File: src/rtl/noc_serial_receiver.sv
// Reassembles a header + NFLITS data-flit stream into one packet word behind a held output register.
// Latency: last flit accepted at cycle N -> out_valid at N+1; only the final flit stalls while the output is held.
module noc_serial_receiver #(
    parameter int PACKET_BITS    = 32,
    parameter int PADDING_BITS   = 0,
    parameter int FLIT_DATA_BITS = 32,
    parameter int ADDR_BITS      = 4
) (
    input  logic                      clk,
    input  logic                      rst,
    input  logic                      flush,
    input  logic                      in_valid,
    output logic                      in_ready,
    input  logic                      in_head,
    input  logic                      in_tail,
    input  logic [FLIT_DATA_BITS-1:0] in_data,
    output logic                      out_valid,
    input  logic                      out_ready,
    output logic [PACKET_BITS-1:0]    out_packet,
    output logic [ADDR_BITS-1:0]      out_src,
    output logic                      err_proto,
    output logic [15:0]               pkt_count
);

    localparam int TOTAL    = PACKET_BITS + PADDING_BITS;
    localparam int NFLITS   = (TOTAL + FLIT_DATA_BITS - 1) / FLIT_DATA_BITS;
    localparam int ASM_BITS = NFLITS * FLIT_DATA_BITS;
    localparam int CNT_BITS = (NFLITS > 1) ? $clog2(NFLITS) : 1;
    localparam logic [CNT_BITS-1:0] LAST_CNT = CNT_BITS'(NFLITS - 1);
    localparam logic [CNT_BITS-1:0] CNT_ONE  = CNT_BITS'(1);

    typedef enum logic {
        S_IDLE    = 1'b0,
        S_COLLECT = 1'b1
    } state_t;

    state_t                  state_q,      state_d;
    logic [CNT_BITS-1:0]     cnt_q,        cnt_d;
    logic [ASM_BITS-1:0]     asm_q,        asm_d;
    logic [ADDR_BITS-1:0]    src_stage_q,  src_stage_d;
    logic                    out_valid_q,  out_valid_d;
    logic [PACKET_BITS-1:0]  out_packet_q, out_packet_d;
    logic [ADDR_BITS-1:0]    out_src_q,    out_src_d;
    logic                    err_q,        err_d;
    logic [15:0]             pkt_count_q,  pkt_count_d;

    logic is_last;
    logic stall_last;
    logic accept;

    assign is_last    = (cnt_q == LAST_CNT);
    // The final flit would overwrite the held output, so it alone waits for the consumer.
    assign stall_last = (state_q == S_COLLECT) && is_last && out_valid_q && !out_ready;
    assign in_ready   = !flush && !stall_last;
    assign accept     = in_valid && in_ready;

    always_comb begin
        state_d      = state_q;
        cnt_d        = cnt_q;
        asm_d        = asm_q;
        src_stage_d  = src_stage_q;
        out_valid_d  = out_valid_q;
        out_packet_d = out_packet_q;
        out_src_d    = out_src_q;
        err_d        = 1'b0;
        pkt_count_d  = pkt_count_q;

        if (out_valid_q && out_ready) begin
            out_valid_d = 1'b0;
        end

        if (flush) begin
            state_d     = S_IDLE;
            cnt_d       = '0;
            out_valid_d = 1'b0;
        end else if (accept) begin
            case (state_q)
                S_IDLE: begin
                    if (in_head) begin
                        src_stage_d = in_data[ADDR_BITS-1:0];
                        cnt_d       = '0;
                        state_d     = S_COLLECT;
                    end else begin
                        err_d = 1'b1;
                    end
                end
                S_COLLECT: begin
                    if (in_head) begin
                        // Abandon the partial packet and restart on this header.
                        err_d       = 1'b1;
                        src_stage_d = in_data[ADDR_BITS-1:0];
                        cnt_d       = '0;
                    end else if (in_tail != is_last) begin
                        err_d   = 1'b1;
                        cnt_d   = '0;
                        state_d = S_IDLE;
                    end else begin
                        for (int i = 0; i < NFLITS; i++) begin
                            if (cnt_q == CNT_BITS'(i)) begin
                                asm_d[i*FLIT_DATA_BITS +: FLIT_DATA_BITS] = in_data;
                            end
                        end
                        if (is_last) begin
                            state_d      = S_IDLE;
                            cnt_d        = '0;
                            out_valid_d  = 1'b1;
                            out_packet_d = asm_d[PACKET_BITS-1:0];
                            out_src_d    = src_stage_q;
                            pkt_count_d  = pkt_count_q + 16'd1;
                        end else begin
                            cnt_d = cnt_q + CNT_ONE;
                        end
                    end
                end
                default: begin
                    state_d = S_IDLE;
                    cnt_d   = '0;
                end
            endcase
        end
    end

    always_ff @(posedge clk) begin
        if (rst) begin
            state_q      <= S_IDLE;
            cnt_q        <= '0;
            asm_q        <= '0;
            src_stage_q  <= '0;
            out_valid_q  <= 1'b0;
            out_packet_q <= '0;
            out_src_q    <= '0;
            err_q        <= 1'b0;
            pkt_count_q  <= '0;
        end else begin
            state_q      <= state_d;
            cnt_q        <= cnt_d;
            asm_q        <= asm_d;
            src_stage_q  <= src_stage_d;
            out_valid_q  <= out_valid_d;
            out_packet_q <= out_packet_d;
            out_src_q    <= out_src_d;
            err_q        <= err_d;
            pkt_count_q  <= pkt_count_d;
        end
    end

    assign out_valid  = out_valid_q;
    assign out_packet = out_packet_q;
    assign out_src    = out_src_q;
    assign err_proto  = err_q;
    assign pkt_count  = pkt_count_q;

endmodule

File: config.mk
export PLATFORM = sky130hd
export DESIGN_NAME = noc_serial_receiver
export DESIGN_NICKNAME = d
export VERILOG_FILES = /design/src/rtl/noc_serial_receiver.sv
export SDC_FILE = /design/constraint.sdc
export NUM_CORES = 1
export LEC_CHECK = 0
export CAP_MARGIN = 0
export CORE_ASPECT_RATIO = 1.2
export CORE_UTILIZATION = 45
export DETAILED_ROUTE_END_ITERATION = 16
export PLACE_DENSITY = 0.87
export SLEW_MARGIN = 15
export SYNTH_ARGS = -nofsm -noshare
export SYNTH_HDL_FRONTEND = slang
export SYNTH_SLANG_ARGS = --single-unit
File: constraint.sdc
create_clock -name clk -period 3.7 [get_ports clk]
set_clock_uncertainty 0.15 [all_clocks]
set_input_delay 0.37 -clock clk [delete_from_list [all_inputs] [get_ports clk]]
set_output_delay 0.37 -clock clk [all_outputs]
set_load 0.05 [all_outputs]
After elaboration in Yosys (flattened, before gate mapping)
Cells that the tools add are included.
Word-level totals
  flip-flop bits (word level): 92
  input bits: 39
  output and inout port bits: 55
Operators by class
  $add $sub $neg: 2
  eq/ne operators: 2
  muxes and demuxes: 22
  bitwise gates (word level): 6
  reduce and logical (&&, ||, !) cells: 15
Operators by type and width (number)
  32-bit 2-to-1 mux: 1
  1-bit 2-to-1 mux: 17
  16-bit by 1-bit adder with 16-bit output, second input constant: 1
  1-bit logical AND: 6
  1-bit NOT: 6
  1-bit one-hot mux with 2 select lines: 3
  6-bit AND reduction: 1
  5-bit AND reduction: 1
  4-bit 2-to-1 mux: 1
  1-bit logical NOT: 3
  3-bit AND reduction: 1
  3-bit OR reduction: 1
  2-bit != test, second input constant: 1
  2-bit AND reduction: 1
  2-bit OR reduction: 1
  1-bit adder, second input constant: 1
  1-bit != test: 1

Longest topological paths before layout
Gate-level depths: netlist (run 1).
  depth in word-level cells: 9
  mapped depth: 7

Least setup slack after synthesis (run 1)
Ideal clock, no wire load.
  path type: register to register
  start point: register pkt_count_q[0], in the netlist pkt_count[0]
  end point: register pkt_count_q[12], in the netlist pkt_count[12]
  setup time: 0.070 ns
  data arrival time: 1.822 ns
  data required time: 3.480 ns
  path slack: 1.657 ns
  stages on the path, launching flop included: 7
  buffers on the path: 1
  cell sequence: dfxtp_1 > ha_1 > and2_1 > nand4_4 > buf_6 > or4_1 > a21oi_1
On the way
  word-level cells in the longest chain between the ends: 1
RTL lines
  start, declared: line 45  | logic [15:0] pkt_count_q, pkt_count_d;
  start signal, assigned: line 143  | pkt_count_q <= pkt_count_d;
  16-bit by 1-bit adder with 16-bit output: line 109  | pkt_count_d = pkt_count_q + 16'd1;
No other way between the ends.
A chain may end at the register's enable or synchronous reset.

Worst setup path after layout (run 1)
  start point: input out_ready
  end point: output in_ready
On the way
  word-level cells in the longest chain between the ends: 4
RTL lines
  start, declared: line 18  | input logic out_ready,
  1-bit logical NOT: line 53  | assign stall_last = (state_q == S_COLLECT) && is_last && out_valid_q && !out_ready;
  1-bit logical AND: line 53
  1-bit logical NOT: line 54  | assign in_ready = !flush && !stall_last;
  1-bit logical AND: line 54
  end, declared: line 13  | output logic in_ready,
No other way between the ends.

==> metrics.md, run 1 <==
| Metric | Value |
|---|---|
| CTS Buf Count | `9` |
| Vias in the first global route | `1978` |
| Fin crit share | `67.47%` |
| CP Capture Type | `output port` |
| DRT Pass-1 Iters | `5` |
| Highest-delay cell along the critical path | `clkdlybuf4s50_1` |
| Final Power | `0.001317 W` |
| Synth area leader | `dfxtp_1` |
| Post-synth EDFFs | `0` |
| Nets | `404` |
| Critical Path Sink | `in_ready` |
| Setup TNS | `0 ns` |
| Critical R2R Launch | `pkt_count[4]` |
| Share of layout cells above drive strength 1 | `6.775%` |
| Vias | `2206` |
| Depth of the CTS H-tree | `3` |
| CP Class | `input port to output port` |
| Sw Share | `20.89%` |
| Rows | `28` |
| CTS tree | `yes` |
| Peak supply drop | `0.2966 mV` |
| Drt via density | `5.142` |
| Slew Limit Fails | `0` |
| Maxcap violations | `0` |
| Clock Power Share | `46.4%` |
| R2r setup slk | `1.67 ns` |
| Congestion Overflow GR | `0` |
| Starting Density | `46.99%` |
| RSZ-0062 raised after global routing | `false` |
| Post-synthesis xor/xnor area fraction | `1.132%` |
| Most used DFF post-synth | `dfxtp_1` |
| Maximum clock rate | `400.6 MHz` |
| Hold Crit Class | `flip-flop to flip-flop` |
| Post-synthesis cell count | `276` |
| Worst Min Path Start | `src_stage_q[1]` |
| Routing usage on met2 | `36.14%` |
| Met1 Use GR | `23.08%` |
| Largest net degree at the start of global routing | `58` |
| Clock root buffer | `clkbuf_8` |
| Top-count cell post-synth | `nand2_1` |
| Post-synthesis simple-gate area fraction | `25.66%` |
| Synth cell count leaders | `nand2_1, dfxtp_1, a21oi_1` |
| Leak Pwr | `1.152 nW` |
| Area share of the largest cell type after synthesis | `50.89%` |
| FF-to-FF path depth | `3` |
| Worst R2R End | `pkt_count[11]` |
| Int Pwr | `0.001042 W` |
| Drc violations | `0` |
| Fraction of registers with async set/reset | `0%` |
| Final setup fails | `0` |
| Global routing usage on met3 | `5.966%` |
| Sequential cell area fraction in the yosys report | `50.89%` |
| Initial antenna violation count | `0` |
| Layout area overhead | `48.73%` |
| Largest cells by area after synthesis | `dfxtp_1, nand2_1, a21oi_1` |
| Post-DP HPWL | `3778 um` |
| Io pins | `94` |
| Crit path top cell by count | `clkdlybuf4s50_1` |
| # fillers | `389` |
| Cts hold-fix bufs | `0` |
| Syn Nets | `316` |
| CP startpoint | `out_ready` |
| Yosys warnings | `0` |
| Synthesized area per cell | `8.409 um^2` |
| Final min period | `2.496 ns` |
| CTS Buffer Depth | `2` |
| Arrival @ worst endpoint | `1.98 ns` |
| Outcome | `complete, no violations` |
| Fin. Hold Viols | `0` |
| Least-Margin Pin Slew | `1.016 ns` |
| Sequential Power Share | `48.5%` |
| Drt wl/cell | `12.91 um` |
| Complex-gate fraction of the synthesized area | `14.88%` |
| Total wire length | `5537 um` |
| CP max stage delay | `0.82 ns` |
| CP required | `3.18 ns` |
| Die Ht | `80.67 um` |
| Synthesized cell area | `0.002321 mm^2` |
| Number of inserted diodes | `0` |
| Critical-path cell list | `clkdlybuf4s50_1, nand3b_1, nor2b_1, clkdlybuf4s50_1` |
| Proportion of synthesized area in mux cells | `1.725%` |
| Adder-cell share of the synthesized area | `0.5391%` |
| First-pass GRT wire length | `8569 um` |
| Largest family of logic cells by synthesized area | `simple AND/OR/NAND/NOR gates` |
| Flops & latches, synth | `59` |
| Startpoint types | `input port` |
| Clock-pin slew on the worst setup and hold paths | `0.07 ns` |
| Pwr per Cell Area | `381.5 mW/mm^2` |
| Initial DRC Count | `170` |
| Gr busiest metal | `met2` |
| Core area | `0.004940 mm^2` |
| Setup bufs post-CTS | `0` |
| Antenna viol nets, final | `0` |
| CTS Sinks | `59` |
| Clk_lat worst skew | `0.33 ns` |
| Chip width | `67.56 um` |
| Unique cell type count in the Yosys netlist | `34` |
| # resized after CTS | `0` |
| Slew HR | `32.23%` |
| # port buffers | `93` |
| DIE AREA | `0.005450 mm^2` |
| Combinational Power Share | `5.1%` |
| Switching Power | `0.0002752 W` |
| All-layer global routing usage | `21.34%` |
| Max FO, Critical Path | `3` |
| RePlAce Congestion | `0.8073` |
how the worst min path moves through the flow:
stage	end	cells past startpoint
CTS	out_src[1]	2
finish	out_src[1]	2
floorplan	out_src[0]	2
detailed placement	out_src[0]	2
global placement	out_src[0]	2
global route	out_src[1]	2
worst max-delay path: cells and delay by family:
kind	cells	cell delay, ns
buf+inv	2	1.29
simple gates	2	0.31
layout by cell type (no fill, tap or decap), drive strengths merged, types with 2 or more instances in the layout:
master         netlist  layout
inv                  4       4
o21ai                4       4
nand2               79      79
clkinv               0       2
nand3                6       6
nor2                 7       7
clkdlybuf4s50        0      92
buf                 10       4
mux2i                4       4
nand4                5       5
and3                 2       2
a21oi               51      51
or2                  2       2
nor2b                3       3
or3                  4       4
or4                  7       7
xnor2                2       2
clkbuf               9      12
o31ai                7       7
dfxtp               59      59
flip-flops by register name (all words and copies together) (netlist names):
signal	cells
asm_q	32
state_q	1
out_valid	1
err_proto	1
out_src	4
pkt_count	16
src_stage_q	4
kinds of logic (layout without fill, tap and decap cells):
| group | after synthesis | in the layout |
|---|---|---|
| DFF | 59 | 59 |
| muxes | 4 | 4 |
| and+or+nand+nor | 122 | 122 |
| adders and majority gates | 1 | 1 |
| xor gates and xnor gates | 3 | 3 |
| AOI/OAI and AO/OA | 64 | 64 |
| buffers and inverters | 23 | 116 |
through the flow:
stage	std cells	area (um^2)	hold WS [ns]	setup slack (ns)	util [%]
5_1_grt	429	3452	0.3104	1.142	69.88
4_1_cts	429	3452	0.3012	1.195	69.88
6_report	429	3452	0.2948	1.204	69.88
3_3_place_gp	413	3239	0.2887	1.195	65.58
3_5_place_dp	413	3239	0.2938	1.098	65.58
2_1_floorplan	276	2321	0.2815	1.657	-
per-layer routing:
metal  wire length, um  share of wire (%)
met2              2757                 50
met4               116                2.1
met5                 0                  0
met1              2332                 42
met3               330                6.0
layout make-up:
| cell class | count | area [um^2] | share of cell area [%] |
|---|---|---|---|
| clock inverter | 4 | 47.55 | 1.377 |
| clock buffer | 12 | 165.2 | 4.784 |
| sequential | 59 | 1181 | 34.22 |
| tap | 60 | 75.07 | 2.175 |
| inverter | 4 | 15.01 | 0.4349 |
| timing repair buffer | 96 | 948.4 | 27.47 |
| multi-input combinational | 194 | 1020 | 29.54 |
power by group through the flow:
stage | clock network [W] | logic [W] | registers, W
after floorplan | 0 | 0.0000191 | 0.000655
after global placement | 0 | 0.0000671 | 0.000653
after detailed placement | 0 | 0.0000673 | 0.000653
after CTS | 0.000622 | 0.0000678 | 0.000639
after global routing | 0.000654 | 0.0000719 | 0.000638
final | 0.000611 | 0.0000675 | 0.000639
Power figures use the tool's default switching activity.
==> inputs of run 2 (changes only) <==
Settings changed: CORE_UTILIZATION 45 to 43, PLACE_DENSITY 0.87 to 0.84.
Clock period 3.7 ns to 2.3 ns, I/O delays scaled along.
==> run 2 against run 1 <==
Effect of this change:
- critical path depth fell by 3
- hold slack worse by 0.24 ns
- clock-buffer cell count unchanged
- core utilization shrank 1.1 points
- cell area grew 0.51%
- sequential power up 61%
- power is 51% higher
- die area increased by 4.5%
- global-route usage fell by 1.5 points
- wire length is 1.5% lower
- highest routed layer unchanged
==> metrics.md, run 2 (synthesis gave the netlist of run 1 again) <==
| Metric | Value |
|---|---|
| Highest-delay cell along the critical path | `clkdlybuf4s50_1` |
| Switching Power | `0.0004430 W (+61%)` |
| Antenna viol nets, final | `0 (unchanged)` |
| Final WS setup | `0.2845 ns (-0.9192 ns)` |
| Vias | `2192 (-0.63%)` |
| Worst Min Path Start | `rst` |
| Starting Density | `46.01% (-0.98 points)` |
| Pwr per Cell Area | `571.8 mW/mm^2 (+50%)` |
| Global routing usage on met3 | `5.947% (-0.019 points)` |
| Hold path depth | `3 (+1)` |
| Nets | `406 (+0.50%)` |
| CP max stage delay | `0.85 ns (+0.03 ns)` |
| First-pass GRT wire length | `8845 um (+3.2%)` |
| CP required | `1.92 ns (-1.26 ns)` |
| Clock-pin slew on the worst setup and hold paths | `0.07 ns (about the same)` |
| Post-route insts no fill | `431 (+0.47%)` |
| Rows | `28 (unchanged)` |
| Core area | `0.005045 mm^2 (+2.1%)` |
| Gr busiest metal | `met2` |
| Final Power | `0.001984 W (+51%)` |
| Drc violations | `0 (unchanged)` |
| Hold WS | `0.04992 ns (-0.2449 ns)` |
| Slew Limit Fails | `0 (unchanged)` |
| Share of layout cells above drive strength 1 | `7.278% (+0.50 points)` |
| Number of flip-flops in the largest register | `32 (unchanged)` |
| Commonest non-fill, non-tap cell in the layout | `clkdlybuf4s50_1` |
| WP buf/inv | `1 (-1)` |
| All-layer global routing usage | `19.80% (-1.5 points)` |
| Maximum clock rate | `496.2 MHz` |
| Int Pwr | `0.001541 W (+48%)` |
| Sw Share | `22.33% (+1.4 points)` |
| Total wire length | `5453 um (-1.5%)` |
| CTS Buf Count | `9 (unchanged)` |
| # resized after CTS | `0 (unchanged)` |
| Routing usage on met2 | `33.50% (-2.6 points)` |
| Least-Margin Pin Slew | `0.5765 ns (-0.4400 ns)` |
| FF-to-FF path depth | `4 (+1)` |
| Leak Pwr | `1.156 nW (+0.40%)` |
| Worst Hold End | `state_q` |
| Post-DP HPWL | `3714 um (-1.7%)` |
| Initial antenna violation count | `0 (unchanged)` |
| CP Capture Type | `output port` |
| RSZ-0062 raised after global routing | `false` |
| Hold Crit Class | `input port to flip-flop` |
| Worst R2R End | `pkt_count[8]` |
| Final setup fails | `0 (unchanged)` |
| Layout area overhead | `49.49%` |
| Critical-path cell list | `clkdlybuf4s50_1` |
| Congestion Overflow GR | `0 (unchanged)` |
| Clock root buffer | `clkbuf_8` |
| Slew HR | `61.56% (+29 points)` |
| Initial DRC Count | `118 (-31%)` |
| DIE AREA | `0.005696 mm^2 (+4.5%)` |
| Clk_lat worst skew | `0.33 ns (about the same)` |
| Maxcap violations | `0 (unchanged)` |
| Final min period | `2.016 ns` |
| Largest net degree at the start of global routing | `57 (-1.7%)` |
| Io pins | `94 (unchanged)` |
| Combinational Power Share | `5.7% (+0.6 points)` |
| Arrival @ worst endpoint | `1.64 ns (-0.34 ns)` |
| Setup TNS | `0 ns (unchanged)` |
| Setup bufs post-CTS | `0 (unchanged)` |
| Drt wl/cell | `12.65 um (-2.0%)` |
| Placed insts | `415 (+0.48%)` |
| RePlAce Congestion | `0.7388 (-8.5%)` |
| Chip width | `69.07 um (+2.2%)` |
| Depth of the CTS H-tree | `3 (unchanged)` |
| R2r setup slk | `0.50 ns (-1.17 ns)` |
| Biggest register | `asm_q` |
| Pre-CTS setup slack | `0.1628 ns (-0.9356 ns)` |
| Fin crit share | `87.63%` |
| # fillers | `411 (+5.7%)` |
| Drt via density | `5.086 (-1.1%)` |
| Cts hold-fix bufs | `0 (unchanged)` |
| Critical R2R Launch | `state_q` |
| Clock Power Share | `42.5% (-3.9 points)` |
| Number of inserted diodes | `0 (unchanged)` |
| Outcome | `complete, no violations` |
| Sequential Power Share | `51.8% (+3.3 points)` |
| CTS tree | `yes` |
| Max FO, Critical Path | `8 (+5)` |
| CP Class | `flip-flop to output port` |
| Die Ht | `82.48 um (+2.2%)` |
| Fin. Hold Viols | `0 (unchanged)` |
| DRT Pass-1 Iters | `4 (-1)` |
| CTS Buffer Depth | `2 (unchanged)` |
| Peak supply drop | `0.4312 mV (+45%)` |
| Crit path max-delay family | `buffers and inverters` |
| CTS Sinks | `59 (unchanged)` |
| Vias in the first global route | `1990 (+0.61%)` |
| Startpoint types | `flip-flop` |
| Commonest cells after routing, fill and taps aside | `clkdlybuf4s50_1, nand2_1, dfxtp_1` |
| Met1 Use GR | `22.73% (-0.35 points)` |
| # port buffers | `93 (unchanged)` |
==> run 2: cell count changes in the layout (fill, tap and decap cells not counted), sizes merged <==
cell,delta
bufinv,-1
buf,+3
clkinvlp,+1
clkdlybuf4s50,-1
==> run 2: power by group through the flow <==
stage	logic, W	registers, W	clock network (W)
finish	0.000113	0.00103	0.000844
global route	0.000121	0.00103	0.000915
CTS	0.000113	0.00103	0.000865
detailed placement	0.000113	0.00105	0
global placement	0.000112	0.00105	0
floorplan	0.0000308	0.00105	0
==> run 2: worst min-delay path: stages <==
cell and delay (ns):
buf_2 0.08, or2_2 0.13, a21oi_1 0.04
==> run 2: how the worst max path moves through the flow <==
stage	cells after the start	slack [ns]	end	from
final	1	0.28	pkt_count[7]	pkt_count[7]
after global routing	1	0.23	pkt_count[7]	pkt_count[7]
after CTS	1	0.29	pkt_count[7]	pkt_count[7]
after detailed placement	5	0.16	pkt_count[11]	in_head
after global placement	5	0.23	pkt_count[13]	in_head
after floorplan	6	0.26	pkt_count[12]	pkt_count[0]
==> run 2: layer usage <==
| metal | wire [um] | vias up | part of all wire (%) |
|---|---|---|---|
| met1 | 2313 | 997 | 42 |
| met3 | 299 | 10 | 5.5 |
| met5 | 0 | - | 0 |
| met4 | 93 | 0 | 1.7 |
| li1 | - | 1119 | - |
| met2 | 2746 | 66 | 50 |
==> run 2: area by class of cell <==
cell class | count | area, um^2 | share of cell area, %
sequential | 59 | 1181 | 34.04
multi-input combinational | 194 | 1020 | 29.39
timing repair buffer | 98 | 998.5 | 28.78
clock buffer | 12 | 155.1 | 4.472
tap | 60 | 75.07 | 2.164
clock inverter | 4 | 25.02 | 0.7212
inverter | 4 | 15.01 | 0.4327
==> run 2: stage by stage <==
step | utilization, % | cell area, um^2
2_1_floorplan | - | 2321
3_3_place_gp | 65.20 | 3289
3_5_place_dp | 65.20 | 3289
4_1_cts | 68.77 | 3470
5_1_grt | 68.77 | 3470
6_report | 68.77 | 3470
==> inputs of run 3 (changes only) <==
Settings changed: REMOVE_ABC_BUFFERS from default to 1.
==> run 3 against run 2 <==
Effect of this change:
- hold slack improved by 0.15 ns
- clock-buffer cell count did not move
- sequential share of layout area rose by 0.42 points
- core utilization fell by 0.84 points
- critical path type unchanged
==> metrics.md, run 3 (synthesis gave the netlist of run 1 again) <==
| Metric | Value |
|---|---|
| Vias | `2225 (+1.5%)` |
| Met2 wire length | `2620 um (-4.6%)` |
| CP Class | `flip-flop to output port` |
| Drc violations | `0 (unchanged)` |
| Clock root buffer | `clkbuf_8` |
| Antenna viol nets, final | `0 (unchanged)` |
| R2r setup slk | `0.51 ns (about the same)` |
| All-layer global routing usage | `19.71% (-0.095 points)` |
| CTS Buffer Depth | `2 (unchanged)` |
| Layout area overhead | `47.66%` |
| Crit path max-delay family | `buffers and inverters` |
| Startpoint types | `flip-flop` |
| Share of layout cells above drive strength 1 | `6.522% (-0.76 points)` |
| Chip width | `69.07 um (unchanged)` |
| Worst R2R End | `pkt_count[13]` |
| Slew HR | `65.00% (+3.4 points)` |
| Depth of the CTS H-tree | `3 (unchanged)` |
| Clock-pin slew on the worst setup and hold paths | `0.06 ns (about the same)` |
| Post-DP HPWL | `3771 um (+1.5%)` |
| Drt wl/cell | `12.78 um (+1.0%)` |
| CP max stage delay | `0.86 ns (about the same)` |
| Max FO, Critical Path | `8 (unchanged)` |
| # port buffers | `93 (unchanged)` |
| Commonest cells after routing, fill and taps aside | `clkdlybuf4s50_1, nand2_1, dfxtp_1` |
| Highest-delay cell along the critical path | `clkdlybuf4s50_1` |
| Final setup fails | `0 (unchanged)` |
| Nets | `407 (+0.25%)` |
| # resized after CTS | `0 (unchanged)` |
| Critical-path cell list | `clkdlybuf4s50_1` |
| CP required | `1.92 ns (about the same)` |
| RSZ-0062 raised after global routing | `false` |
| Die Ht | `82.48 um (unchanged)` |
| Arrival @ worst endpoint | `1.65 ns (about the same)` |
| Outcome | `complete, no violations` |
| RePlAce Congestion | `0.7548 (+2.2%)` |
| Vias in the first global route | `1979 (-0.55%)` |
| WP buf/inv | `1 (unchanged)` |
| Critical Path Sink | `pkt_count[7]` |
| CTS Sinks | `59 (unchanged)` |
| Peak supply drop | `0.4178 mV (-3.1%)` |
| Largest net degree at the start of global routing | `40 (-30%)` |
| Maximum clock rate | `492.5 MHz (-0.74%)` |
| Initial DRC Count | `155 (+31%)` |
| Rows | `28 (unchanged)` |
| Drt via density | `5.199 (+2.2%)` |
| Number of inserted diodes | `0 (unchanged)` |
| DRT Pass-1 Iters | `4 (unchanged)` |
| Congestion Overflow GR | `0 (unchanged)` |
| Critical R2R Launch | `state_q` |
| Clk_lat worst skew | `0.32 ns (about the same)` |
| CP startpoint | `pkt_count[7]` |
| Met1 wire length | `2347 um (+1.5%)` |
| CTS Buf Count | `9 (unchanged)` |
| Initial antenna violation count | `0 (unchanged)` |
| CTS tree | `yes` |
| FF-to-FF path depth | `4 (unchanged)` |
| First-pass GRT wire length | `8811 um (-0.38%)` |
| Fin util | `67.93% (-0.84 points)` |
| Starting Density | `46.01% (unchanged)` |
| Fin crit share | `88.28% (+0.65 points)` |
| DIE AREA | `0.005696 mm^2 (unchanged)` |
| Worst path depth | `1 (unchanged)` |
| Slew Limit Fails | `0 (unchanged)` |
| Commonest non-fill, non-tap cell in the layout | `clkdlybuf4s50_1` |
| Hold Crit Class | `input port to flip-flop` |
| Number of flip-flops in the largest register | `32 (unchanged)` |
| Maxcap violations | `0 (unchanged)` |
| Fin. Hold Viols | `0 (unchanged)` |
| Biggest register | `asm_q` |
| Cts hold-fix bufs | `0 (unchanged)` |
| Io pins | `94 (unchanged)` |
| Final min period | `2.031 ns (+0.01504 ns)` |
| DR WL met3 | `424 um (+42%)` |
| Highest metal used | `met4` |
| Setup TNS | `0 ns (unchanged)` |
| Least-Margin Pin Slew | `0.5234 ns (-0.05316 ns)` |
| Total wire length | `5469 um (+0.29%)` |
| Setup bufs post-CTS | `0 (unchanged)` |
| Core area | `0.005045 mm^2 (unchanged)` |
| CP Capture Type | `output port` |
| Pwr per Cell Area | `558.8 mW/mm^2 (-2.3%)` |
| Leak Pwr | `1.141 nW (-1.3%)` |
==> run 3: power by group <==
part           total [W]  switching, W  internal, W
combinational   0.000111     0.0000432    0.0000674
clock           0.000776      0.000351     0.000426
sequential       0.00103    0.00000207      0.00103
==> run 3: metal layers <==
layer	global-route usage, %	up-vias
met5	0	-
met4	9.388	0
met3	8.252	8
met2	32.62	68
met1	22.22	1034
li1	-	1115
==> run 3: cell type report <==
type | count | area [um^2]
Fill cell | 436 | 1618
Sequential cell | 59 | 1181
Multi-Input combinational cell | 194 | 1020
Timing Repair Buffer | 99 | 980.9
Clock buffer | 12 | 155.1
Tap cell | 60 | 75.07
Inverter | 4 | 15.01
==> run 3: worst min-delay path by stage <==
| stage | from | end | slack, ns | cells past startpoint |
|---|---|---|---|---|
| 2_1_floorplan | rst | asm_q[0] | 0.15 | 1 |
| 3_3_place_gp | src_stage_q[0] | out_src[0] | 0.29 | 2 |
| 3_5_place_dp | src_stage_q[2] | out_src[2] | 0.30 | 2 |
| 4_1_cts | rst | src_stage_q[2] | 0.18 | 2 |
| 5_1_grt | rst | src_stage_q[2] | 0.21 | 2 |
| 6_report | rst | src_stage_q[1] | 0.20 | 2 |
==> run 3: per-stage QoR <==
stage	std cells	total power, W	worst slack [ns]	area [um^2]	hold WS (ns)
floorplan	257	0.001072	0.1193	2216	0.1491
global route	428	0.001983	0.2126	3427	0.2079
finish	428	0.001915	0.2695	3427	0.1957
CTS	428	0.001932	0.2684	3427	0.1811
global placement	416	0.001160	0.2305	3272	0.2861
detailed placement	416	0.001161	0.1922	3272	0.2961
